$ cat config.mk
export PLATFORM = sky130hd
export DESIGN_NAME = ascon_controller
export DESIGN_NICKNAME = d
export VERILOG_FILES = /design/src/rtl/ascon_controller.sv
export SDC_FILE = /design/constraint.sdc
export NUM_CORES = 1
export LEC_CHECK = 0
export BUFFER_PORTS_ARGS = -buffer_cell sky130_fd_sc_hd__buf_4
export CORE_MARGIN = 1.5
export CORE_UTILIZATION = 50
export CTS_BUF_LIST = sky130_fd_sc_hd__clkbuf_4
export DETAILED_ROUTE_END_ITERATION = 8
export GPL_TIMING_DRIVEN = 0
export PLACE_DENSITY_LB_ADDON = 0.25
export SETUP_SLACK_MARGIN = 0.05
export SLEW_MARGIN = 20
export SYNTH_ARGS = -nofsm -noshare
export SYNTH_HDL_FRONTEND = slang
export SYNTH_SLANG_ARGS = --single-unit
$ cat constraint.sdc
create_clock -name clock_i -period 4.05 [get_ports clock_i]
set_input_delay 0.2025 -clock clock_i [delete_from_list [all_inputs] [get_ports clock_i]]
set_output_delay 0.2025 -clock clock_i [all_outputs]
set_load 0.02 [all_outputs]
$ cat src/rtl/ascon_controller.sv
// Control sequencer for the ASCON-AEAD128 encryption datapath: one permutation
// round per clock, valid/ready intake of AD and plaintext blocks, tag signalling.
module ascon_controller #(
   parameter int unsigned NB_ROUNDS_A = 12,
   parameter int unsigned NB_ROUNDS_B = 8
) (
   input  logic       clock_i,
   input  logic       resetb_i,
   input  logic       start_i,
   input  logic       ad_empty_i,
   input  logic       block_valid_i,
   input  logic       block_last_i,
   output logic       block_ready_o,
   output logic       init_sel_o,
   output logic       state_en_o,
   output logic [3:0] round_o,
   output logic       xor_data_o,
   output logic       xor_key_begin_o,
   output logic       xor_key_end_o,
   output logic       xor_dsep_o,
   output logic       cipher_valid_o,
   output logic       tag_valid_o,
   output logic       busy_o,
   output logic       done_o
);

   localparam logic [3:0] RND_LAST  = 4'(NB_ROUNDS_A - 1);
   localparam logic [3:0] RND_B_1ST = 4'(NB_ROUNDS_A - NB_ROUNDS_B);

   typedef enum logic [3:0] {
      IDLE, INIT_LOAD, INIT_RND, AD_WAIT, AD_RND, TXT_WAIT, TXT_RND, FIN_RND, TAG
   } state_t;

   state_t     state;
   logic [3:0] cnt;
   logic       ad_empty_q;
   logic       last_q;

   logic accept;
   logic at_last;

   assign accept  = ((state == AD_WAIT) || (state == TXT_WAIT)) && block_valid_i;
   assign at_last = (cnt == RND_LAST);

   always_ff @(posedge clock_i or negedge resetb_i) begin
      if (!resetb_i) begin
         state      <= IDLE;
         cnt        <= '0;
         ad_empty_q <= 1'b0;
         last_q     <= 1'b0;
      end else begin
         unique case (state)
            IDLE: begin
               cnt <= '0;
               if (start_i) begin
                  ad_empty_q <= ad_empty_i;
                  state      <= INIT_LOAD;
               end
            end
            INIT_LOAD: begin
               cnt   <= '0;
               state <= INIT_RND;
            end
            INIT_RND: begin
               if (at_last) begin
                  cnt   <= '0;
                  state <= ad_empty_q ? TXT_WAIT : AD_WAIT;
               end else begin
                  cnt <= cnt + 4'd1;
               end
            end
            AD_WAIT: begin
               // the accept cycle itself runs the first p^b round
               if (block_valid_i) begin
                  last_q <= block_last_i;
                  cnt    <= RND_B_1ST + 4'd1;
                  state  <= AD_RND;
               end
            end
            AD_RND: begin
               if (at_last) begin
                  cnt   <= '0;
                  state <= last_q ? TXT_WAIT : AD_WAIT;
               end else begin
                  cnt <= cnt + 4'd1;
               end
            end
            TXT_WAIT: begin
               if (block_valid_i) begin
                  if (block_last_i) begin
                     cnt   <= 4'd1;
                     state <= FIN_RND;
                  end else begin
                     cnt   <= RND_B_1ST + 4'd1;
                     state <= TXT_RND;
                  end
               end
            end
            TXT_RND: begin
               if (at_last) begin
                  cnt   <= '0;
                  state <= TXT_WAIT;
               end else begin
                  cnt <= cnt + 4'd1;
               end
            end
            FIN_RND: begin
               if (at_last) begin
                  cnt   <= '0;
                  state <= TAG;
               end else begin
                  cnt <= cnt + 4'd1;
               end
            end
            TAG: begin
               cnt   <= '0;
               state <= IDLE;
            end
            default: begin
               cnt   <= '0;
               state <= IDLE;
            end
         endcase
      end
   end

   // Decodes of the registered state; the WAIT states also fold in the
   // same-cycle block handshake so a block is absorbed with no bubble.
   always_comb begin
      block_ready_o   = (state == AD_WAIT) || (state == TXT_WAIT);
      init_sel_o      = (state == INIT_LOAD);
      state_en_o      = (state == INIT_LOAD) || (state == INIT_RND) || (state == AD_RND) ||
                        (state == TXT_RND) || (state == FIN_RND) || accept;
      round_o         = '0;
      xor_data_o      = accept;
      cipher_valid_o  = (state == TXT_WAIT) && block_valid_i;
      xor_key_begin_o = (state == TXT_WAIT) && block_valid_i && block_last_i;
      xor_key_end_o   = ((state == INIT_RND) || (state == FIN_RND)) && at_last;
      xor_dsep_o      = ((state == INIT_RND) && at_last && ad_empty_q) ||
                        ((state == AD_RND) && at_last && last_q);
      tag_valid_o     = (state == TAG);
      done_o          = (state == TAG);
      busy_o          = (state != IDLE);

      if ((state == INIT_RND) || (state == AD_RND) || (state == TXT_RND) || (state == FIN_RND)) begin
         round_o = cnt;
      end else if (accept) begin
         round_o = xor_key_begin_o ? 4'd0 : RND_B_1ST;
      end
   end

endmodule

==> impl_metrics.tcl <==
set metrics [dict create \
    layout_setup_ws_ps 2210 \
    rows 13 \
    crit_chain "buf_2 > nand2b_1 > o21a_1 > nor2_1 > a21o_1 > buf_4" \
    antenna_found_initial 0 \
    worst_pin_slew_ps 425 \
    tritoncts "built" \
    critPathSlowestCell "dfrtp_1" \
    synth_top_flop_cell "dfrtp_1" \
    grt_pass1_vias 609 \
    syn_inst 85 \
    synth.top_cell.area_share 0.325 \
    synth_edf_count 0 \
    place_area_um2 938 \
    port_buffers 20 \
    hold_viol 0 \
    cts.sinks 10 \
    yosys-top-cells-area "dfrtp_1, mux2_1, and2_1" \
    path_class "reg2out" \
    drt_iter0_drc 14 \
    fin_total_pwr_uw 806 \
    path_max_fanout 10 \
    io_pins 21 \
    yosys_warnings 0 \
    max_stage_delay_ps 470 \
    synth_top_area_cell "dfrtp_1" \
    vias 720 \
    ys_async_sr_fraction 1.00 \
    num_antenna_cells 0 \
    die_x_um 42.2 \
    end_kind "primary output" \
    rsz0062_at_grt "false" \
    ant_nets 0 \
    gp_congestion 0.827 \
    finish.instance_area_um2 971 \
    p_leak_uw 0.000453 \
    grt_use_total 0.190 \
    routed_wl_mm 1.58 \
    synth_seq_cells 10 \
    core_area_um2 1370 \
    overflow 0 \
    r2r_cells 4 \
    regArea_um2 250 \
    synth_area_um2 769 \
    dp_slack_ps 2340 \
    cap_violations 0 \
    holdWs_ps 177 \
    fin_setup_tns_ps 0 \
    slew_violations 0 \
    start_util 0.563 \
    ys_top_cells_by_count "dfrtp_1, nor2_1, nand2_1" \
    synth_fp_nets 92 \
    clkTransAtPathRegs_ps 50 \
    cts.htree.levels 1 \
    ir_drop_v 0.000480 \
    cts_root_buf "clkbuf_4" \
    dr.pass1.iters 4 \
    crit_end "round_o[2]" \
    die_h_um 42.2 \
    yosysMostFrequentCell "dfrtp_1" \
    insertion_delay_ps 240 \
    syn_to_final_growth_pct 26.2 \
    cp-start-kind "flip-flop" \
    r2r_slack_ps 2320 \
    timing.rr.start "cnt[0]" \
    clk_path_buf_depth 2 \
    wl_per_cell_um 12.8 \
    multi_input_area_um2 480 \
    dp_hpwl_mm 1.26 \
    powerDensity_nw_per_um2 830 \
    nNetsFinal 118 \
    ys_seq_area_frac 0.325 \
    arrival_ps 1640 \
    synth_area_per_cell_um2 9.05 \
    grt_pass1_wl_mm 2.67 \
    vias_per_cell 5.81 \
    nFillCells 111 \
    die-area_um2 1780 \
    route.detailed.drc 0 \
    cts_resized 0 \
    drive_gt1_frac 0.294 \
    setup_viol 0 \
    hp-class "in2reg" \
    skew_ps 0.295 \
    status "finished clean" \
    worstPathRequired_ps 3850 \
    yosysUniqueCellTypes 40 \
    max_freq_ghz 0.542 \
    grt_max_degree 11 \
    cts_buffers 3 \
    relSlewSlack 0.717 \
    critical_path.startpoint "state[1]" \
    period_minus_slack_ps 1840 \
    finalCritPeriodShare 0.455 \
    rr_endpoint "state[0]" \
]
## power by group
part           switching (uW)  total (uW)  leakage, uW  internal (uW)
combinational             285         544     0.000313            259
clock                    24.4        58.1    0.0000138           33.7
sequential               61.1         204     0.000125            143
total                     370         806     0.000453            435
## how the worst min path moves through the flow
stage                 end  cells past startpoint        from  slack, ps
6_report       ad_empty_q                      2  ad_empty_i        180
5_1_grt        ad_empty_q                      2  ad_empty_i        160
4_1_cts        ad_empty_q                      2  ad_empty_i        170
3_5_place_dp       cnt[1]                      1    resetb_i         30
3_3_place_gp       cnt[1]                      1    resetb_i         30
2_1_floorplan  ad_empty_q                      0    resetb_i        -90
## registers in the layout, indices dropped and copies added, names as in the netlist
signal and flops:
cnt 4, state 4, ad_empty_q 1, last_q 1
## critical path, delay by kind of cell, from the launching register on
family	cells	cell delay, ps
AO/OA/AOI/OAI	2	270
flip-flops	1	470
buffers and inverters	2	350
AND/OR/NAND/NOR	2	310
## cell type report
| class | instances | share of cell area |
|---|---|---|
| Timing Repair Buffer | 21 | 0.165 |
| Tap cell | 15 | 0.0193 |
| Multi-Input combinational cell | 67 | 0.495 |
| Inverter | 3 | 0.0116 |
| Clock buffer | 3 | 0.0232 |
| Sequential cell | 10 | 0.258 |
| Buffer | 5 | 0.0284 |
## kinds of logic (layout without fill, tap and decap cells)
kind of cell / Yosys count / after routing / synth area share
buffers and inverters: 8 / 32 / 0.0504
multiplexers: 5 / 5 / 0.0732
flip-flops: 10 / 10 / 0.325
AO/OA/AOI/OAI: 19 / 19 / 0.207
adder cells (fa/ha/maj): 1 / 1 / 0.0163
XOR/XNOR: 2 / 2 / 0.0325
AND/OR/NAND/NOR: 40 / 40 / 0.296
## placed cells by master, fill, tap and decap left out, drive strengths merged, types with 2 or more instances in the layout
master	count
nor2	9
nor3b	2
mux2	5
inv	3
clkbuf	5
nor2b	4
nand3	3
a221o	2
nand2b	2
nand2	6
a22o	2
nor3	4
xnor2	2
dfrtp	10
buf	23
a21oi	2
a21o	2
and2	5
o21ai	2
## per-layer routing
layer | track usage | routed length (um) | share of wire | vias up
met5 | 0 | 0 | 0 | -
met3 | 0.0431 | 111 | 0.070 | 0
met2 | 0.274 | 694 | 0.44 | 31
met1 | 0.271 | 778 | 0.49 | 331
li1 | - | - | - | 358
met4 | 0.0813 | 0 | 0 | 0
## stage by stage
step / std cells / util
final: 124 / 0.711
after global routing: 124 / 0.711
after CTS: 124 / 0.711
after detailed placement: 120 / 0.687
after global placement: 120 / 0.687
after floorplan: 85 / -
## what timing repair did
item,4_1_cts,5_1_grt
buffers inserted,0,0
hold buffers,1,0
endpoints found under the hold margin,10,0
Power figures use the tool's default switching activity.
